File: config.mk
export PLATFORM = sky130hd
export DESIGN_NAME = fetch_stage
export DESIGN_NICKNAME = d
export VERILOG_FILES = /design/src/rtl/fetch_stage.sv
export SDC_FILE = /design/constraint.sdc
export NUM_CORES = 1
export LEC_CHECK = 0
export BUFFER_PORTS_ARGS = -buffer_cell sky130_fd_sc_hd__buf_2
export CAP_MARGIN = 20
export CORE_MARGIN = 10
export CORE_UTILIZATION = 45
export CTS_BUF_LIST = sky130_fd_sc_hd__clkbuf_8 sky130_fd_sc_hd__clkbuf_16
export CTS_CLUSTER_SIZE = 8
export DETAILED_ROUTE_END_ITERATION = 12
export GPL_TIMING_DRIVEN = 0
export PLACE_DENSITY = 0.79
export SKIP_CTS_REPAIR_TIMING = 1
export SLEW_MARGIN = 20
export SYNTH_ARGS = -nofsm -noshare
export SYNTH_HDL_FRONTEND = slang
export SYNTH_SLANG_ARGS = --single-unit
File: constraint.sdc
create_clock -name clk -period 6.89 [get_ports clk]
set_clock_uncertainty 0.15 [all_clocks]
set_input_delay 0.689 -clock clk [delete_from_list [all_inputs] [get_ports clk]]
set_output_delay 0.689 -clock clk [all_outputs]
set_load 0.01 [all_outputs]
File: src/rtl/fetch_stage.sv
// fetch_stage: instruction fetch stage sitting directly behind the pc counter.
// It issues one instruction-memory read per accepted address and keeps at most
// one request outstanding. Returned words are buffered with their PCs in a
// DEPTH-entry FIFO that feeds decode.
// A redirect flushes the buffer. A response that was in flight at the redirect
// is dropped.
// Optional build macro FETCH_TIMEOUT_EN adds a response timeout and the sticky
// fetch_err flag. Without it, fetch_err is tied to 0.
//
// Handshake (decode side): the head entry transfers on a rising clk edge where
// if_valid && id_ready. While if_valid=1 and id_ready=0 the head (if_pc,
// if_instr) holds stable. Memory side: imem_req is a one-cycle strobe. The
// response arrives as a single imem_rvalid cycle at least one cycle later.
// dbg_state exposes the FSM encoding: 0=IDLE, 1=WAIT, 2=DROP.
module fetch_stage #(
   parameter int ADDR_W = 32,
   parameter int DATA_W = 32,
   parameter int DEPTH  = 2
`ifdef FETCH_TIMEOUT_EN
   ,
   parameter int TIMEOUT = 16
`endif
) (
   input  logic              clk,
   input  logic              reset,
   input  logic [ADDR_W-1:0] pc_count,
   output logic              pc_advance,
   input  logic              redirect,
   output logic              imem_req,
   output logic [ADDR_W-1:0] imem_addr,
   input  logic              imem_rvalid,
   input  logic [DATA_W-1:0] imem_rdata,
   output logic              if_valid,
   output logic [DATA_W-1:0] if_instr,
   output logic [ADDR_W-1:0] if_pc,
   input  logic              id_ready,
   output logic              fetch_err,
   output logic [1:0]        dbg_state
);

   localparam int PTR_W = $clog2(DEPTH);
   localparam int CNT_W = $clog2(DEPTH + 1);
   localparam logic [CNT_W-1:0] FULL = CNT_W'(DEPTH);

   typedef enum logic [1:0] {
      S_IDLE = 2'd0,
      S_WAIT = 2'd1,
      S_DROP = 2'd2
   } state_t;

   state_t            state_q, state_d;
   logic [ADDR_W-1:0] pc_saved_q, pc_saved_d;
   logic [PTR_W-1:0]  rd_ptr_q, rd_ptr_d;
   logic [PTR_W-1:0]  wr_ptr_q, wr_ptr_d;
   logic [CNT_W-1:0]  count_q, count_d;
   logic [ADDR_W-1:0] pc_mem_q    [DEPTH];
   logic [DATA_W-1:0] instr_mem_q [DEPTH];

   logic issue;    // request accepted this cycle
   logic push;     // response written into the FIFO tail
   logic pop;      // head taken by decode
   logic timeout;  // outstanding response given up on

   // FSM next state: issue from IDLE when a slot is free; WAIT and DROP consume the response
   always_comb begin
      state_d    = state_q;
      pc_saved_d = pc_saved_q;
      issue      = 1'b0;
      push       = 1'b0;
      case (state_q)
         S_IDLE: begin
            // A slot is reserved at issue time, so a later push always finds room.
            if (!reset && !redirect && (count_q < FULL)) begin
               issue      = 1'b1;
               pc_saved_d = pc_count;
               state_d    = S_WAIT;
            end
         end
         S_WAIT: begin
            if (imem_rvalid) begin
               // A redirect in the same cycle discards the response.
               push    = !redirect;
               state_d = S_IDLE;
            end else if (timeout) begin
               state_d = S_IDLE;
            end else if (redirect) begin
               state_d = S_DROP;
            end
         end
         S_DROP: begin
            // The response belongs to the flushed path; swallow it.
            if (imem_rvalid || timeout) begin
               state_d = S_IDLE;
            end
         end
         default: state_d = S_IDLE;
      endcase
   end

   // FIFO pointers and count; redirect clears everything and overrides push/pop
   always_comb begin
      rd_ptr_d = rd_ptr_q;
      wr_ptr_d = wr_ptr_q;
      count_d  = count_q;
      if (redirect) begin
         rd_ptr_d = '0;
         wr_ptr_d = '0;
         count_d  = '0;
      end else begin
         if (push) begin
            wr_ptr_d = wr_ptr_q + PTR_W'(1);
         end
         if (pop) begin
            rd_ptr_d = rd_ptr_q + PTR_W'(1);
         end
         case ({push, pop})
            2'b10:   count_d = count_q + CNT_W'(1);
            2'b01:   count_d = count_q - CNT_W'(1);
            default: count_d = count_q;
         endcase
      end
   end

   // State, saved PC, pointers and count registers
   always_ff @(posedge clk or posedge reset) begin
      if (reset) begin
         state_q    <= S_IDLE;
         pc_saved_q <= '0;
         rd_ptr_q   <= '0;
         wr_ptr_q   <= '0;
         count_q    <= '0;
      end else begin
         state_q    <= state_d;
         pc_saved_q <= pc_saved_d;
         rd_ptr_q   <= rd_ptr_d;
         wr_ptr_q   <= wr_ptr_d;
         count_q    <= count_d;
      end
   end

   // FIFO storage: write {pc, instr} at the tail on push
   always_ff @(posedge clk or posedge reset) begin
      if (reset) begin
         for (int i = 0; i < DEPTH; i++) begin
            pc_mem_q[i]    <= '0;
            instr_mem_q[i] <= '0;
         end
      end else if (push) begin
         pc_mem_q[wr_ptr_q]    <= pc_saved_q;
         instr_mem_q[wr_ptr_q] <= imem_rdata;
      end
   end

`ifdef FETCH_TIMEOUT_EN
   localparam int TMR_W = $clog2(TIMEOUT + 1);

   logic [TMR_W-1:0] tmr_q, tmr_d;
   logic             err_q, err_d;

   // Give up when the TIMEOUT-th cycle spent in WAIT/DROP also has no response
   assign timeout = (state_q != S_IDLE) && !imem_rvalid &&
                    (tmr_q == TMR_W'(TIMEOUT - 1));

   // Timer restarts on every entry to WAIT or DROP; error is sticky
   always_comb begin
      tmr_d = '0;
      err_d = err_q | timeout;
      if ((state_q != S_IDLE) && (state_d == state_q)) begin
         tmr_d = tmr_q + TMR_W'(1);
      end
   end

   // Timer and error flag registers
   always_ff @(posedge clk or posedge reset) begin
      if (reset) begin
         tmr_q <= '0;
         err_q <= 1'b0;
      end else begin
         tmr_q <= tmr_d;
         err_q <= err_d;
      end
   end

   assign fetch_err = err_q;
`else
   assign timeout   = 1'b0;
   assign fetch_err = 1'b0;
`endif

   assign pop        = (count_q != '0) && id_ready && !redirect;
   assign imem_req   = issue;
   assign pc_advance = issue;
   assign imem_addr  = issue ? pc_count : '0;
   assign if_valid   = (count_q != '0);
   assign if_instr   = if_valid ? instr_mem_q[rd_ptr_q] : '0;
   assign if_pc      = if_valid ? pc_mem_q[rd_ptr_q] : '0;
   assign dbg_state  = state_q;

endmodule

==> results of run 1 <==
logic make-up after synthesis:
family                 share of synthesized area [%]
multiplexers                                    34.5
other                                         0.0483
XOR/XNOR                                       0.226
AO/OA/AOI/OAI                                  0.403
AND/OR/NAND/NOR                                 7.33
flip-flops                                      53.5
buffers and inverters                           3.97
cells in the final DEF, fill, tap and decap left out, drive strengths merged:
| master | synthesis | final |
|---|---|---|
| nor3 | 3 | 3 |
| o21ai | 2 | 2 |
| clkbuf | 8 | 28 |
| conb | 1 | 1 |
| nand3b | 2 | 2 |
| and3 | 1 | 1 |
| or3b | 1 | 1 |
| mux2 | 161 | 161 |
| or4b | 1 | 1 |
| clkinvlp | 0 | 1 |
| nand2 | 1 | 1 |
| nor2 | 69 | 69 |
| mux2i | 64 | 64 |
| and2 | 32 | 32 |
| nand2b | 2 | 2 |
| bufinv | 0 | 2 |
| buf | 29 | 198 |
| clkinv | 0 | 6 |
| a21oi | 1 | 1 |
| a2111oi | 1 | 1 |
| a21boi | 1 | 1 |
| xor2 | 2 | 2 |
| inv | 3 | 5 |
| dfrtp | 166 | 166 |
| or4 | 1 | 1 |
metrics by stage:
stage	hold WS [ps]	TNS, ps	utilization [%]
4_1_cts	201	0	56.6
2_1_floorplan	307	0	-
5_1_grt	206	0	56.6
3_5_place_dp	324	0	53.2
3_3_place_gp	318	-63280	53.0
6_report	178	0	56.6
flip-flops by register name, indices dropped and copies added, names as in the netlist:
name,count
count_q,2
dbg_state,2
instr_mem_q,64
pc_mem_q,64
pc_saved_q,32
rd_ptr_q,1
wr_ptr_q,1
report_power, final:
group,switching [W],internal (W)
clock network,0.000378,0.000555
registers,0.000150,0.00125
logic,0.000212,0.000348
total,0.000739,0.00215
path summary, 6_finish.rpt:
path                                  from               to  slack (ps)
setup / recovery                count_q[1]      if_instr[1]        3650
hold / removal                       reset     dbg_state[1]         180
setup reg to reg              dbg_state[1]  instr_mem_q[63]        4690
hold reg to reg            instr_mem_q[57]  instr_mem_q[57]         340
max in group asynchronous            reset  instr_mem_q[24]        5570
min in group clk                  redirect         wr_ptr_q         320
metal layers:
metal | GRT usage (%) | vias up | part of all wire (%)
met5 | 0 | - | 0
met4 | 4.14 | 0 | 0.93
met3 | 4.89 | 13 | 6.2
met2 | 25.4 | 125 | 47
met1 | 20.4 | 2425 | 46
li1 | - | 2272 | -
worst max-delay path: cells and delay by family, from the launching register on:
kind,cells,cell delay [ps]
simple gates,2,310
buf+inv,3,1230
flops,1,440
layout make-up:
class,instances,share of cell area [%]
repair buffers,169,9.15
multi-input cells,346,34.8
clock buffers,20,4.92
well taps,220,2.90
clock inverters,11,1.15
plain buffers,37,3.12
inverters,3,0.198
flip-flops and latches,166,43.8
==> impl_summary.txt, run 1 <==
----------------------------------------------------
[Synthesis]
  Most area-consuming cells after synthesis ... sky130_fd_sc_hd__dfrtp_1, sky130_fd_sc_hd__mux2_2, sky130_fd_sc_hd__mux2_4
  EDFF count, synth ... 0
  Library cell with the largest summed area after synthesis ... sky130_fd_sc_hd__dfrtp_1
  Net count after synthesis ... 621
  Mean Syn Cell Area ... 14.1 um^2
  Proportion of synthesized chip area in sequential cells ... 53.5%
  Count of distinct cell types in the synthesized netlist ... 32
  Primary flip-flop cell chosen by synthesis mapping ... sky130_fd_sc_hd__dfrtp_1
  Share of the synthesized area in the top cell type ... 53.5%
  Share of flip-flops with an asynchronous set or reset ... 100%
  Register bit total from synthesis ... 166
  Commonest cells post-synth ... sky130_fd_sc_hd__dfrtp_1, sky130_fd_sc_hd__mux2_2, sky130_fd_sc_hd__nor2_1
  Number of cells produced by synthesis ... 552
  Synthesized cell area ... 0.00776 mm^2
  Total of warnings raised by yosys ... 0
  Most frequently used cell type in the post-synthesis netlist ... sky130_fd_sc_hd__dfrtp_1

[Route]
  Remaining antenna violation count after routing ... 0
  Iteration-0 DRC Markers ... 197
  Routed wire length per instance ... 18.3 um
  Remaining design rule violation count ... 0
  Via total after detailed routing ... 4835
  Wire length reported by the detailed router ... 17800 um
  Initial DRT Pass Iterations ... 4
  Vias per std cell ... 4.97

[Timing]
  Relative slew slack ... 43.0%
  Maximum clock frequency ... 0.309 GHz
  Number of setup violations in the final report ... 0
  Transition time of the tightest slew-check pin ... 856 ps
  Setup ws final ... 3650 ps
  Endpoints failing hold ... 0
  Final slew viol count ... 0
  Setup repair after global routing missed its margin ... no
  Portion of the clock cycle consumed by the worst path in the final layout ... 47.0%
  Period minus WS final ... 3240 ps

[Clock network]
  Clock Pin Slew Worst Setup and Hold Paths ... 70 ps
  Root Buffer Master ... sky130_fd_sc_hd__clkbuf_16
  Count of H-tree levels built during CTS ... 4
  Worst-skew pair later-pin latency ... 420 ps
  CTS max path bufs ... 2
  Inserted Clock Buffers ... 17
  Sinks on Clock Net ... 166
  CTS tree ... done

[Final layout]
  Layout-stage area growth over the synthesis result ... 22.2%
  Multi-input gate area ... 0.00330 mm^2
  Area of all placed cells without fillers ... 0.00949 mm^2
  Register cell area after layout ... 0.00415 mm^2
  Cell Count, Final, Fillers Out ... 972
  Number of nets in the final layout ... 809
  Diodes inserted ... 0
  Total of fill cells in the finished design ... 1403
  Share of layout cells above drive strength 1 ... 51.7%

[Status]
  Result of the run ... finished, final reports clean

[Critical path]
  WP data arrival ... 2400 ps
  Data required time of the worst path ... 6050 ps
  Kind of end point of the critical path ... output port
  Sequence of cells on the critical path ... nor2_1 > clkbuf_1 > clkbuf_1 > nor2_1 > buf_2
  Largest fanout on the critical path ... 10
  Critical Path Source Type ... flop
  Worst Path Class, Setup ... flop to output port
  Longest individual stage delay on the worst path ... 540 ps
  Slowest-stage cell, CP ... sky130_fd_sc_hd__clkbuf_1
  Cell depth of the worst flop-to-flop path ... 4

[Global route]
  Global-route congestion overflow total ... 0
  Global-route wire length before repair ... 28500 um
  Pin count of the biggest net entering global routing ... 90
  Antenna violations before repair ... 0
  Via count of the first global-routing pass ... 5419
  Global Route Usage Sum ... 15.9%

[Hold path]
  Path class of the lowest-slack min-delay path ... primary input to asynchronous set/reset pin

[Floorplan]
  Die Wd ... 151 um
  Die Height ... 151 um
  Core outline area ... 0.0168 mm^2
  Top-level port count ... 171
  Initial cell density of the core ... 46.3%
  Std cell rows ... 47
  Overall die area ... 0.0229 mm^2

[Power]
  Static Leak ... 4.76 nW
  Power density over the cells ... 305 mW/mm^2
  VDD IR-drop max ... 0.000201 V
  Tot Pwr ... 0.00289 W

[Placement]
  DPL Wire Length ... 12600 um
  Worst setup timing slack at the placement stage ... 3840 ps
  Count of port buffers added during placement ... 168
  DP Area ... 0.00891 mm^2
  Placed Cells incl. Taps ... 941
  Routability congestion estimate from global placement ... 0.755

[Run]
  Max-cap viol count ... 0

----------------------------------------------------
Power figures use the tool's default switching activity.
==> inputs of run 2 (changes only) <==
Clock period 6.89 ns to 3.02 ns, I/O delays scaled along.
==> run 2 against run 1 <==
Core utilization increased by 4.6 points. Final cell count is 7.3% higher. Sequential share of layout area down 3.3 points. Register-to-register slack got worse by 3900 ps. Global-route usage increased by 0.24 points. Sequential power grew 130%. Power up 130%. Worst hold slack worse by 160 ps. Setup slack got worse by 3500 ps. Die area unchanged. Combinational power rose by 140%.
==> impl_summary.txt, run 2 (synthesis results as in run 1) <==
----------------------------------------------------
[Power]
  VDD IR-drop max ... 0.000438 V (was 0.000201 V)
  Static Leak ... 5.05 nW (was 4.76 nW)
  Power density over the cells ... 658 mW/mm^2 (was 305 mW/mm^2)

[Route]
  Initial DRT Pass Iterations ... 4 (unchanged)
  Wire length reported by the detailed router ... 19500 um (was 17800 um)
  Remaining antenna violation count after routing ... 0 (unchanged)
  Vias per std cell ... 4.98 (was 4.97)
  Routed wire length per instance ... 18.7 um (was 18.3 um)
  Iteration-0 DRC Markers ... 160 (was 197)
  Via total after detailed routing ... 5189 (was 4835)
  Remaining design rule violation count ... 0 (unchanged)

[Global route]
  Global-route wire length before repair ... 28500 um (about the same)
  Via count of the first global-routing pass ... 5301 (was 5419)
  Pin count of the biggest net entering global routing ... 34 (was 90)
  Antenna violations before repair ... 0 (unchanged)
  Global Route Usage Sum ... 16.1% (was 15.9%)
  Global-route congestion overflow total ... 0 (unchanged)

[Timing]
  Portion of the clock cycle consumed by the worst path in the final layout ... 94.9%
  Number of setup violations in the final report ... 0 (unchanged)
  Endpoints failing hold ... 0 (unchanged)
  Maximum clock frequency ... 0.349 GHz
  Relative slew slack ... 44.9% (was 43.0%)
  Period minus WS final ... 2870 ps
  Setup ws final ... 153 ps (was 3650 ps)
  Final slew viol count ... 0 (unchanged)
  Setup repair after global routing missed its margin ... no (unchanged)
  Summed negative setup slack over all endpoints ... 0 ps (unchanged)
  Transition time of the tightest slew-check pin ... 827 ps (was 856 ps)

[Status]
  Result of the run ... finished, final reports clean (unchanged)

[Clock network]
  Root Buffer Master ... sky130_fd_sc_hd__clkbuf_16 (unchanged)
  Sinks on Clock Net ... 166 (unchanged)
  Inserted Clock Buffers ... 17 (unchanged)
  CTS tree ... done (unchanged)
  CTS max path bufs ... 2 (unchanged)
  Worst-skew pair later-pin latency ... 420 ps (about the same)
  Count of H-tree levels built during CTS ... 4 (unchanged)
  Clock Pin Slew Worst Setup and Hold Paths ... 60 ps (was 70 ps)

[Critical path]
  Largest fanout on the critical path ... 11 (was 10)
  Kind of end point of the critical path ... output port (unchanged)
  Cell depth of the worst flop-to-flop path ... 4 (unchanged)
  Source of the worst register-to-register timing path ... dbg_state[1] (unchanged)
  Critical Path Source Type ... primary input (was flop)
  Sequence of cells on the critical path ... dlygate4sd3_1 > buf_6 > or4_4 > nor2_2 > buf_4 > buf_2 > and2_1 > buf_2 (was nor2_1 > clkbuf_1 > clkbuf_1 > nor2_1 > buf_2)
  Cell depth of the worst setup path ... 8 (was 5)
  Slowest-stage cell, CP ... sky130_fd_sc_hd__dlygate4sd3_1 (was sky130_fd_sc_hd__clkbuf_1)
  Data required time of the worst path ... 2570 ps (was 6050 ps)
  Longest individual stage delay on the worst path ... 570 ps (was 540 ps)
  Most repeated library cell on the critical path ... sky130_fd_sc_hd__buf_2
  Minimum setup slack among reg-to-reg paths ... 810 ps (was 4690 ps)
  WP data arrival ... 2420 ps (was 2400 ps)
  CP delay by family, top ... buffers and inverters (unchanged)
  Worst reg2reg path endpoint ... pc_mem_q[58] (was instr_mem_q[63])
  Worst Path Class, Setup ... primary input to output port (was flop to output port)
  Number of buffers and inverters on the critical path ... 5 (was 3)

[Final layout]
  Registers with the highest flip-flop counts ... instr_mem_q x64, pc_mem_q x64, pc_saved_q x32 (unchanged)
  Diodes inserted ... 0 (unchanged)
  Number of nets in the final layout ... 879 (was 809)
  Layout-stage area growth over the synthesis result ... 32.1% (was 22.2%)
  Area of all placed cells without fillers ... 0.0103 mm^2 (was 0.00949 mm^2)
  Total of fill cells in the finished design ... 1297 (was 1403)
  Leading cell type in the layout, fill and taps excluded ... sky130_fd_sc_hd__buf_2 (unchanged)
  Share of layout cells above drive strength 1 ... 48.2% (was 51.7%)
  Most frequent cells in the layout ... sky130_fd_sc_hd__buf_2, sky130_fd_sc_hd__dfrtp_1, sky130_fd_sc_hd__mux2_2 (unchanged)

[Floorplan]
  Overall die area ... 0.0229 mm^2 (unchanged)
  Die Height ... 151 um (unchanged)
  Core outline area ... 0.0168 mm^2 (unchanged)
  Initial cell density of the core ... 46.3% (unchanged)
  Die Wd ... 151 um (unchanged)
  Std cell rows ... 47 (unchanged)
  Top-level port count ... 171 (unchanged)

[Placement]
  Worst setup timing slack at the placement stage ... 577 ps (was 3840 ps)
  DP Area ... 0.00899 mm^2 (was 0.00891 mm^2)
  DPL Wire Length ... 13200 um (was 12600 um)
  Routability congestion estimate from global placement ... 0.735 (was 0.755)
  Count of port buffers added during placement ... 168 (unchanged)

[Hold path]
  Worst hold start ... pc_count[24]
  Hold depth ... 2
  Path class of the lowest-slack min-delay path ... primary input to flop (was primary input to asynchronous set/reset pin)
  WHS Endpoint ... pc_saved_q[24]

[Run]
  Max-cap viol count ... 0 (unchanged)

----------------------------------------------------
==> run 2: power breakdown <==
group          switching (W)  total [W]  internal, W  leakage [nW]
Sequential          0.000346    0.00319      0.00284          2.10
Combinational       0.000510    0.00137     0.000861          2.67
Clock               0.000920    0.00219      0.00127         0.274
Total                0.00178    0.00675      0.00498          5.05
==> run 2: metal layers <==
metal	up-vias	global-route usage (%)	share of wire (%)
li1	2414	-	-
met1	2636	19.5	43
met2	131	26.7	50
met3	8	5.82	6.6
met4	0	3.75	0.56
met5	-	0	0
==> run 2: worst reg2reg max path: cells and delay by family, from the launching register on <==
| kind | cells | cell delay, ps |
|---|---|---|
| buffers and inverters | 1 | 420 |
| DFF | 1 | 410 |
| muxes | 1 | 380 |
| and+or+nand+nor | 2 | 740 |
==> run 2: worst max path at each step <==
stage,startpoint,to,slack (ps)
floorplan,reset,count_q[0],460
global placement,reset,pc_saved_q[3],-620
detailed placement,count_q[1],if_instr[0],580
CTS,count_q[1],if_pc[0],90
global route,redirect,imem_addr[26],50
finish,redirect,imem_addr[26],150
==> run 2: cell type report <==
class,instances,area (um^2),area share (%)
flip-flops and latches,166,4150,40.5
multi-input cells,346,3300,32.2
repair buffers,239,1610,15.7
clock buffers,19,453,4.42
plain buffers,37,298,2.90
well taps,220,275,2.68
clock inverters,13,149,1.45
inverters,3,15.0,0.146
==> run 2: metrics by stage <==
step / power (W) / hold WS (ps) / util [%] / std cells
after floorplan: 0.00414 / 218 / - / 552
after global placement: 0.00445 / 318 / 53.0 / 940
after detailed placement: 0.00454 / 265 / 53.6 / 945
after CTS: 0.00676 / -197 / 57.2 / 977
after global routing: 0.00712 / 8.77 / 61.2 / 1043
final: 0.00675 / 16.8 / 61.2 / 1043
==> inputs of run 3 (changes only) <==
Settings changed: CORE_ASPECT_RATIO from default to 0.5, CTS_CLUSTER_DIAMETER from default to 30, GPL_TIMING_DRIVEN 0 to default.
==> run 3 against run 2 <==
Via count fell by 3.8%. Sequential power barely moved. Core utilization fell by 1.1 points. Critical path type is now flop to output port. Non-clock buffer count fell by 29. Largest cell class unchanged. Setup slack improved by 190 ps. Design area fell by 2.5%. Count of clock-buffer cells in the layout fell by 2. Critical path depth fell by 3. Power fell by 2.3%.
==> impl_summary.txt, run 3 (synthesis results as in run 1) <==
----------------------------------------------------
[Power]
  Clk pwr share ... 31.1% (was 32.4%)
  Internal ... 0.00483 W (was 0.00498 W)
  Net Switching ... 0.00176 W (was 0.00178 W)
  VDD IR-drop max ... 0.000392 V (was 0.000438 V)
  Power density over the cells ... 659 mW/mm^2 (was 658 mW/mm^2)
  Switching part of the total power ... 26.7% (was 26.3%)
  Combinational share of power ... 20.4% (was 20.3%)
  Static Leak ... 4.90 nW (was 5.05 nW)
  Tot Pwr ... 0.00659 W (was 0.00675 W)
  Flop pwr share ... 48.5% (was 47.3%)

[Timing]
  Summed negative setup slack over all endpoints ... 0 ps (unchanged)
  Endpoints failing hold ... 0 (unchanged)
  Maximum clock frequency ... 0.373 GHz (was 0.349 GHz)
  Setup repair after global routing missed its margin ... no (unchanged)
  Final slew viol count ... 0 (unchanged)
  Portion of the clock cycle consumed by the worst path in the final layout ... 88.7% (was 94.9%)
  Period minus WS final ... 2680 ps (was 2870 ps)
  Number of setup violations in the final report ... 0 (unchanged)

[Floorplan]
  Die Wd ... 206 um (was 151 um)
  Top-level port count ... 171 (unchanged)
  Die Height ... 113 um (was 151 um)
  Core outline area ... 0.0166 mm^2 (was 0.0168 mm^2)
  Initial cell density of the core ... 46.7% (was 46.3%)
  Overall die area ... 0.0232 mm^2 (was 0.0229 mm^2)
  Std cell rows ... 33 (was 47)

[Critical path]
  Worst reg2reg path endpoint ... pc_mem_q[15] (was pc_mem_q[58])
  Kind of end point of the critical path ... output port (unchanged)
  Cell depth of the worst flop-to-flop path ... 4 (unchanged)
  Largest fanout on the critical path ... 37 (was 11)
  Worst Path Class, Setup ... flop to output port (was primary input to output port)
  WP data arrival ... 2230 ps (was 2420 ps)
  Critical Path Source Type ... flop (was primary input)
  Data required time of the worst path ... 2570 ps (about the same)
  Minimum setup slack among reg-to-reg paths ... 850 ps (was 810 ps)
  Source of the worst register-to-register timing path ... dbg_state[1] (unchanged)

[Clock network]
  Worst-skew pair later-pin latency ... 410 ps (was 420 ps)
  CTS tree ... done (unchanged)
  CTS max path bufs ... 2 (unchanged)
  Inserted Clock Buffers ... 17 (unchanged)
  Root Buffer Master ... sky130_fd_sc_hd__clkbuf_16 (unchanged)
  Count of H-tree levels built during CTS ... 4 (unchanged)
  Sinks on Clock Net ... 166 (unchanged)
  Clock Pin Slew Worst Setup and Hold Paths ... 70 ps (was 60 ps)

[Final layout]
  Cell Count, Final, Fillers Out ... 1022 (was 1043)
  Leading cell type in the layout, fill and taps excluded ... sky130_fd_sc_hd__buf_2 (unchanged)
  Registers with the highest flip-flop counts ... instr_mem_q x64, pc_mem_q x64, pc_saved_q x32 (unchanged)
  Most frequent cells in the layout ... sky130_fd_sc_hd__buf_2, sky130_fd_sc_hd__dfrtp_1, sky130_fd_sc_hd__mux2_2 (unchanged)
  Number of nets in the final layout ... 850 (was 879)
  Share of layout cells above drive strength 1 ... 48.2% (about the same)
  Layout-stage area growth over the synthesis result ... 28.8% (was 32.1%)
  Total of fill cells in the finished design ... 1294 (was 1297)

[Placement]
  Routability congestion estimate from global placement ... 0.769 (was 0.735)
  Placed Cells incl. Taps ... 928 (was 945)
  DPL Wire Length ... 11800 um (was 13200 um)
  Count of port buffers added during placement ... 169 (was 168)

[Hold path]
  Worst hold start ... pc_count[11] (was pc_count[24])
  Hold depth ... 2 (unchanged)
  Path class of the lowest-slack min-delay path ... primary input to flop (unchanged)
  WHS Endpoint ... pc_saved_q[11] (was pc_saved_q[24])

[Route]
  Via total after detailed routing ... 4990 (was 5189)
  Initial DRT Pass Iterations ... 4 (unchanged)
  Vias per std cell ... 4.88 (was 4.98)
  Wire length reported by the detailed router ... 18100 um (was 19500 um)
  Remaining design rule violation count ... 0 (unchanged)
  Routed wire length per instance ... 17.7 um (was 18.7 um)
  Remaining antenna violation count after routing ... 0 (unchanged)
  Iteration-0 DRC Markers ... 248 (was 160)

[Status]
  Result of the run ... finished, final reports clean (unchanged)

[Global route]
  Global Route Usage Sum ... 14.8% (was 16.1%)
  Global-route wire length before repair ... 27800 um (was 28500 um)
  Global-route congestion overflow total ... 0 (unchanged)
  Via count of the first global-routing pass ... 5222 (was 5301)
  Pin count of the biggest net entering global routing ... 52 (was 34)
  Antenna violations before repair ... 1 (was 0)

[Run]
  Max-cap viol count ... 0 (unchanged)

----------------------------------------------------
-- run 3: metal layers --
metal  wire (um)  GRT usage [%]  vias to the layer above  part of all wire (%)
met4         207           3.60                        0                   1.1
met5           0              0                        -                     0
met1        7360           16.9                     2537                    41
met3         650           3.62                       15                   3.6
li1            -              -                     2356                     -
met2        9860           27.2                       82                    55
-- run 3: layout make-up --
class / count / area, um^2 / share of cell area, %
antenna: 1 / 2.50 / 0.0250
clock buffer: 17 / 425 / 4.25
clock inverter: 15 / 130 / 1.30
inverter: 3 / 15.0 / 0.150
multi-input combinational: 346 / 3320 / 33.2
sequential: 166 / 4160 / 41.6
tap: 227 / 284 / 2.84
timing repair buffer: 247 / 1670 / 16.7
-- run 3: power groups by stage --
stage / registers [W] / clock network, W / logic (W)
final: 0.00320 / 0.00205 / 0.00134
after floorplan: 0.00312 / 0 / 0.00102
after CTS: 0.00320 / 0.00211 / 0.00130
after detailed placement: 0.00324 / 0 / 0.00129
after global routing: 0.00328 / 0.00221 / 0.00149
after global placement: 0.00318 / 0 / 0.00124
-- run 3: critical path: stages (launching register included) --
cell	delay, ps
sky130_fd_sc_hd__dfrtp_1	450
sky130_fd_sc_hd__or4_4	560
sky130_fd_sc_hd__nor2_4	100
sky130_fd_sc_hd__buf_4	350
sky130_fd_sc_hd__and2_1	190
sky130_fd_sc_hd__buf_2	140
-- run 3: stage by stage --
step / worst slack [ps] / hold WS, ps / util [%] / area, um^2
3_3_place_gp: 839 / 316 / 53.0 / 8820
3_5_place_dp: 782 / 324 / 53.0 / 8820
6_report: 342 / 4.40 / 60.1 / 10000
4_1_cts: 317 / -69.7 / 56.4 / 9380
5_1_grt: 212 / 0.156 / 60.1 / 10000
2_1_floorplan: 455 / 218 / - / 7770
-- run 3: worst max path at each step --
| stage | end | depth (start not counted) | from |
|---|---|---|---|
| after floorplan | count_q[0] | 1 | reset |
| after global placement | imem_addr[14] | 6 | redirect |
| after detailed placement | imem_addr[14] | 5 | dbg_state[0] |
| after CTS | imem_addr[14] | 5 | dbg_state[0] |
| after global routing | imem_addr[10] | 5 | dbg_state[0] |
| final | imem_addr[15] | 5 | dbg_state[0] |
